File: src/rtl/tt_um_unsigned_multiplier.sv
// -----------------------------------------------------------------------------
// tt_um_unsigned_multiplier
// 8x8 unsigned shift-add multiplier with a 16-bit registered product.
//
// Operands are loaded byte by byte through ui_in under control of uio_in.
// A rising edge on start latches the operands into working registers and runs
// eight shift-add steps, one per enabled clock. The finished accumulator is
// then copied into P in a single write, so P never shows a partial result.
//
// Handshake: start is edge-triggered and acts only in IDLE or DONE. busy is
// high for the whole RUN phase. done rises on the edge that writes P and stays
// high until the next accepted start edge. ena=0 freezes every register.
// -----------------------------------------------------------------------------
module tt_um_unsigned_multiplier (
   input  logic       clk,
   input  logic       rst_n,
   input  logic       ena,
   input  logic [7:0] ui_in,
   input  logic [7:0] uio_in,
   output logic [7:0] uo_out,
   output logic [7:0] uio_out,
   output logic [7:0] uio_oe
);

   typedef enum logic [1:0] {
      IDLE = 2'd0,
      RUN  = 2'd1,
      DONE = 2'd2
   } state_t;

   // Control decode from the bidirectional input byte
   logic load_a;
   logic load_b;
   logic start;
   logic sel_hi;

   assign load_a = uio_in[0];
   assign load_b = uio_in[1];
   assign start  = uio_in[2];
   assign sel_hi = uio_in[3];

   // Upper control bits carry no function
   logic unused_uio_hi;
   assign unused_uio_hi = ^uio_in[7:4];

   // Architectural state
   state_t      state_q;
   logic [7:0]  a_q;
   logic [7:0]  b_q;
   logic [15:0] p_q;
   logic [15:0] acc_q;
   logic [2:0]  cnt_q;
   logic        start_q;
   logic [15:0] mcand_q;   // working multiplicand, shifts left each step
   logic [7:0]  mplier_q;  // working multiplier, shifts right each step
   logic        busy_q;
   logic        done_q;

   // Next-value helpers used by the sequential block
   logic        idle_or_done;
   logic        start_edge;
   logic [7:0]  a_d;
   logic [7:0]  b_d;
   logic [15:0] acc_d;
   logic        last_step;

   assign idle_or_done = (state_q == IDLE) || (state_q == DONE);

   // A held-high start only counts in the cycle it first goes high
   assign start_edge = start && !start_q;

   // Operand values after this cycle's loads; a start in the same cycle sees
   // the freshly loaded byte
   always_comb begin
      a_d = a_q;
      b_d = b_q;
      if (idle_or_done) begin
         if (load_a) a_d = ui_in;
         if (load_b) b_d = ui_in;
      end
   end

   // One shift-add step: add the multiplicand when the multiplier LSB is set
   always_comb begin
      acc_d = acc_q;
      if (mplier_q[0]) acc_d = acc_q + mcand_q;
   end

   assign last_step = (cnt_q == 3'd7);

   // Control FSM and datapath registers; ena=0 holds everything
   always_ff @(posedge clk) begin
      if (!rst_n) begin
         state_q  <= IDLE;
         a_q      <= 8'h00;
         b_q      <= 8'h00;
         p_q      <= 16'h0000;
         acc_q    <= 16'h0000;
         cnt_q    <= 3'd0;
         start_q  <= 1'b0;
         mcand_q  <= 16'h0000;
         mplier_q <= 8'h00;
         busy_q   <= 1'b0;
         done_q   <= 1'b0;
      end else if (ena) begin
         start_q <= start;
         case (state_q)
            IDLE, DONE: begin
               a_q <= a_d;
               b_q <= b_d;
               if (start_edge) begin
                  mcand_q  <= {8'h00, a_d};
                  mplier_q <= b_d;
                  acc_q    <= 16'h0000;
                  cnt_q    <= 3'd0;
                  state_q  <= RUN;
                  busy_q   <= 1'b1;
                  done_q   <= 1'b0;
               end
            end
            RUN: begin
               acc_q    <= acc_d;
               mcand_q  <= mcand_q << 1;
               mplier_q <= mplier_q >> 1;
               cnt_q    <= cnt_q + 3'd1;
               if (last_step) begin
                  p_q     <= acc_d;
                  state_q <= DONE;
                  busy_q  <= 1'b0;
                  done_q  <= 1'b1;
               end
            end
            default: begin
               state_q <= IDLE;
               busy_q  <= 1'b0;
               done_q  <= 1'b0;
            end
         endcase
      end
   end

   // Status flags come from the committed product only
   logic ovf;
   logic zero;

   assign ovf  = (p_q[15:8] != 8'h00);
   assign zero = (p_q == 16'h0000);

   assign uo_out  = sel_hi ? p_q[15:8] : p_q[7:0];
   assign uio_out = {zero, ovf, done_q, busy_q, 4'b0000};
   assign uio_oe  = 8'hF0;

endmodule

File: config.mk
export PLATFORM = sky130hd
export DESIGN_NAME = tt_um_unsigned_multiplier
export DESIGN_NICKNAME = d
export VERILOG_FILES = /design/src/rtl/tt_um_unsigned_multiplier.sv
export SDC_FILE = /design/constraint.sdc
export NUM_CORES = 1
export LEC_CHECK = 0
export BUFFER_PORTS_ARGS = -buffer_cell sky130_fd_sc_hd__buf_2
export CORE_UTILIZATION = 50
export DETAILED_ROUTE_END_ITERATION = 10
export MAX_ROUTING_LAYER = met4
export PLACE_DENSITY = 0.75
export SLEW_MARGIN = 20
export SYNTH_ARGS = -nofsm -noshare
export SYNTH_HDL_FRONTEND = slang
export SYNTH_SLANG_ARGS = --single-unit
File: constraint.sdc
create_clock -name clk -period 3.45 [get_ports clk]
set_clock_uncertainty 0.05 [all_clocks]
set_input_delay 0.1725 -clock clk [delete_from_list [all_inputs] [get_ports clk]]
set_output_delay 0.1725 -clock clk [all_outputs]
set_load 0.05 [all_outputs]
==> results.yml <==
setup_path:
  cpPeakStageDelay_ps: 420
  crit_fanout: 3
  critPathSlowestCell: "fa_1"
  required_ps: 3660
  endpoint_kind: "flip-flop"
  cpLargestDelayFamily: "compound AO/OA/AOI/OAI gates"
  crit_path_cell_trace: "ha_1 -> fa_1 -> a21oi_1 -> o211ai_1 -> a21oi_1 -> o21ai_1 -> a31oi_1 -> xnor2_1 -> a41o_1"
  arrival_ps: 2790
  crit_buf_inv: 0
  cpMostUsedCell: "a21oi_1"
  criticalPathCategory: "reg -> reg"
  startpoint_type: "flip-flop"
hold_path:
  hp-class: "in -> reg"
route:
  avgViaCountPerCell: 5.865
  drt-met1-wl_um: 4508
  ant_nets: 0
  drc: 0
  top_layer_used: "met4"
  wl_met3_um: 437
  wl_per_cell_um: 15.61
  vias: 3636
  first_pass_iters: 6
  wl_um: 9679
  wl_met2_um: 4585
  drt_iter0_drc: 202
pwr:
  p_sw_w: 0.0004875
  share_comb_of_total_power_pct: 10.6
  p_int_w: 0.001392
  clkPwrFrac_pct: 38.6
  p_per_area_mw_per_mm2: 402.6
  seqPwrFrac_pct: 50.8
  ir_drop_v: 0.0002312
  power_switching_share_pct: 25.94
  leakage_nw: 1.925
floorplan:
  core_mm2: 0.008299
  fp-row-count: 33
  dieArea_mm2: 0.009068
  die_y_um: 95.23
  io_pins: 43
  dieWidth_um: 95.23
  initial_core_util_pct: 52.36
clock_network:
  cts_inserted_buffers: 9
  cts_setup_buffers: 0
  cts_buffer_depth: 2
  cts_resized: 0
  root_buffer: "clkbuf_8"
  htree_levels: 3
  clock-sinks: 79
  clk-insertion-delay-late_ps: 360
  clk_pin_slew_ps: 80
  cts_tree: "yes"
  ctsHoldBuffers: 0
sta:
  final.period_utilization_pct: 75.05
  finalHoldViolCount: 0
  finalSetupViolCount: 0
  holdWs_ps: 35.17
  finalMaxSlewViolations: 0
  fin_crit_ps: 2589
  relSlewSlack_pct: 42.37
  worst_slew_pin_slew_ps: 863.3
  clock.fmax_mhz: 386.2
  tns_ps: 0
  rsz0062_at_grt: "false"
yosys:
  ys.warnings.count: 0
  synth_top_family_by_area: "compound AO/OA/AOI/OAI gates"
  synth_seq_cells: 79
  synth-seq-area-share_pct: 36.40
  yosysUniqueCellTypes: 50
  synth_compound_gate_area_share_pct: 22.66
  yosys.area_share.simple_pct: 17.48
  synth_fa_ha_area_share_pct: 5.356
  synth_area_mm2: 0.004345
  async_flop_share_pct: 0
  synth_edf_count: 0
  synthCells: 504
  synthXorXnorAreaFrac_pct: 2.620
  synthFlopType: "dfxtp_1"
  synth.mux.area_fraction_pct: 9.358
  avgSynthCellArea_um2: 8.622
global_routing:
  grt_pass1_vias: 3329
  grt_first_pass_wirelength_um: 15630
  grt_usage_pct: 23.35
  antenna_found_initial: 0
  grt_overflow: 0
  grt_max_degree: 43
cells_and_area:
  final_nets: 547
  final_layout_size_suffix_gt1_share_pct: 14.37
  antenna_cells: 0
  syn2layout_area_growth_pct: 7.400
  final_area_mm2: 0.004667
place:
  place_congestion: 0.8258
  port_buffers: 26
  hpwl_um: 6706
  placed_area_mm2: 0.004457
job:
  maxCapViolations: 0
run_status:
  status: "completed"
-- cell usage in the layout, fill, tap and decap left out, drive strengths merged, types with 5 or more instances in the layout --
cell / count
dfxtp: 79
nand2: 53
a21oi: 42
nor2: 36
buf: 34
o21ai: 28
nor2b: 24
nand3: 20
mux2i: 20
mux2: 18
ha: 17
a211oi: 16
clkbuf: 14
a22oi: 12
conb: 12
and2: 11
xnor2: 10
a222oi: 7
o211a: 7
a32oi: 6
nor3: 5
a21boi: 5
a31oi: 5
-- cells by family after synthesis --
kind of cell,count (synthesis)
adder cells (fa/ha/maj),18
AND/OR/NAND/NOR,161
flip-flops,79
buffers and inverters,51
other,2
AO/OA/AOI/OAI,142
XOR/XNOR,13
multiplexers,38
-- sequential cells by signal, indices dropped and copies added (netlist names) --
register	flops
acc_q	16
mcand_q	16
p_q	16
a_q	8
b_q	8
mplier_q	8
cnt_q	3
busy_q	1
done_q	1
start_q	1
state_q	1
-- final timing paths --
check	from	end	slack, ps	depth (start not counted)
setup / recovery	acc_q[0]$_SDFFE_PN0P_	p_q[14]$_SDFFE_PN0P_	860	9
hold / removal	ui_in[5]	b_q[5]$_SDFFE_PN0P_	40	3
setup reg to reg	acc_q[0]$_SDFFE_PN0P_	p_q[14]$_SDFFE_PN0P_	860	9
hold reg to reg	a_q[1]$_SDFFE_PN0P_	a_q[1]$_SDFFE_PN0P_	410	2
-- Yosys cell counts (5+ instances only) --
library cell  instances  area [µm²]
o21ai_0              23       115.1
o211a_1               7       70.07
nand2_1              52       195.2
buf_2                 6       30.03
a211oi_1             15       112.6
a32oi_1               6       52.55
clkbuf_1             24       90.09
and2_1               11       68.82
a22oi_1              12       90.09
xnor2_1              10       87.58
dfxtp_1              79        1582
buf_4                16       120.1
a222oi_1              7       70.07
nor3_1                5       25.02
mux2_2               17       191.4
nand3_1              20       100.1
nor2_1               36       135.1
mux2i_1              20       200.2
nor2b_1              24       150.1
a21boi_0              5       37.54
ha_1                 17       212.7
a21oi_1              41       205.2
-- layout make-up --
| cell class | instances | area, µm² |
|---|---|---|
| repair buffers | 34 | 190.2 |
| clock buffers | 14 | 172.7 |
| multi-input cells | 384 | 2546 |
| flip-flops and latches | 79 | 1582 |
| well taps | 105 | 131.4 |
| inverters | 2 | 7.507 |
| fillers | 733 | 3632 |
| clock inverters | 2 | 37.54 |
-- metrics by stage --
stage               util [%]  instances  total power [W]  worst slack (ps)
floorplan                  -        514         0.001135              1169
global placement       53.70        604         0.001165             962.2
detailed placement     53.70        604         0.001172             920.1
CTS                    56.23        620         0.001888             897.2
global route           56.23        620         0.001954             729.2
finish                 56.23        620         0.001879             860.7
-- worst min-delay path, cell delays in order --
cell and delay [ps]:
buf_2 120, nand3_1 60, a21oi_1 50
-- power groups by stage --
stage                     combinational (W)  sequential, W  clock [W]
after floorplan                    0.000172       0.000963          0
after global placement             0.000190       0.000975          0
after detailed placement           0.000196       0.000976          0
after CTS                          0.000197       0.000954   0.000737
after global routing               0.000216       0.000958   0.000780
final                              0.000198       0.000955   0.000726
-- layer usage --
layer | GRT usage, % | vias to the layer above
met3 | 6.300 | 13
met5 | - | -
met2 | 37.98 | 80
met4 | 7.197 | 0
met1 | 28.06 | 1736
li1 | - | 1807
Note: power is estimated with default switching activity, not from simulation.
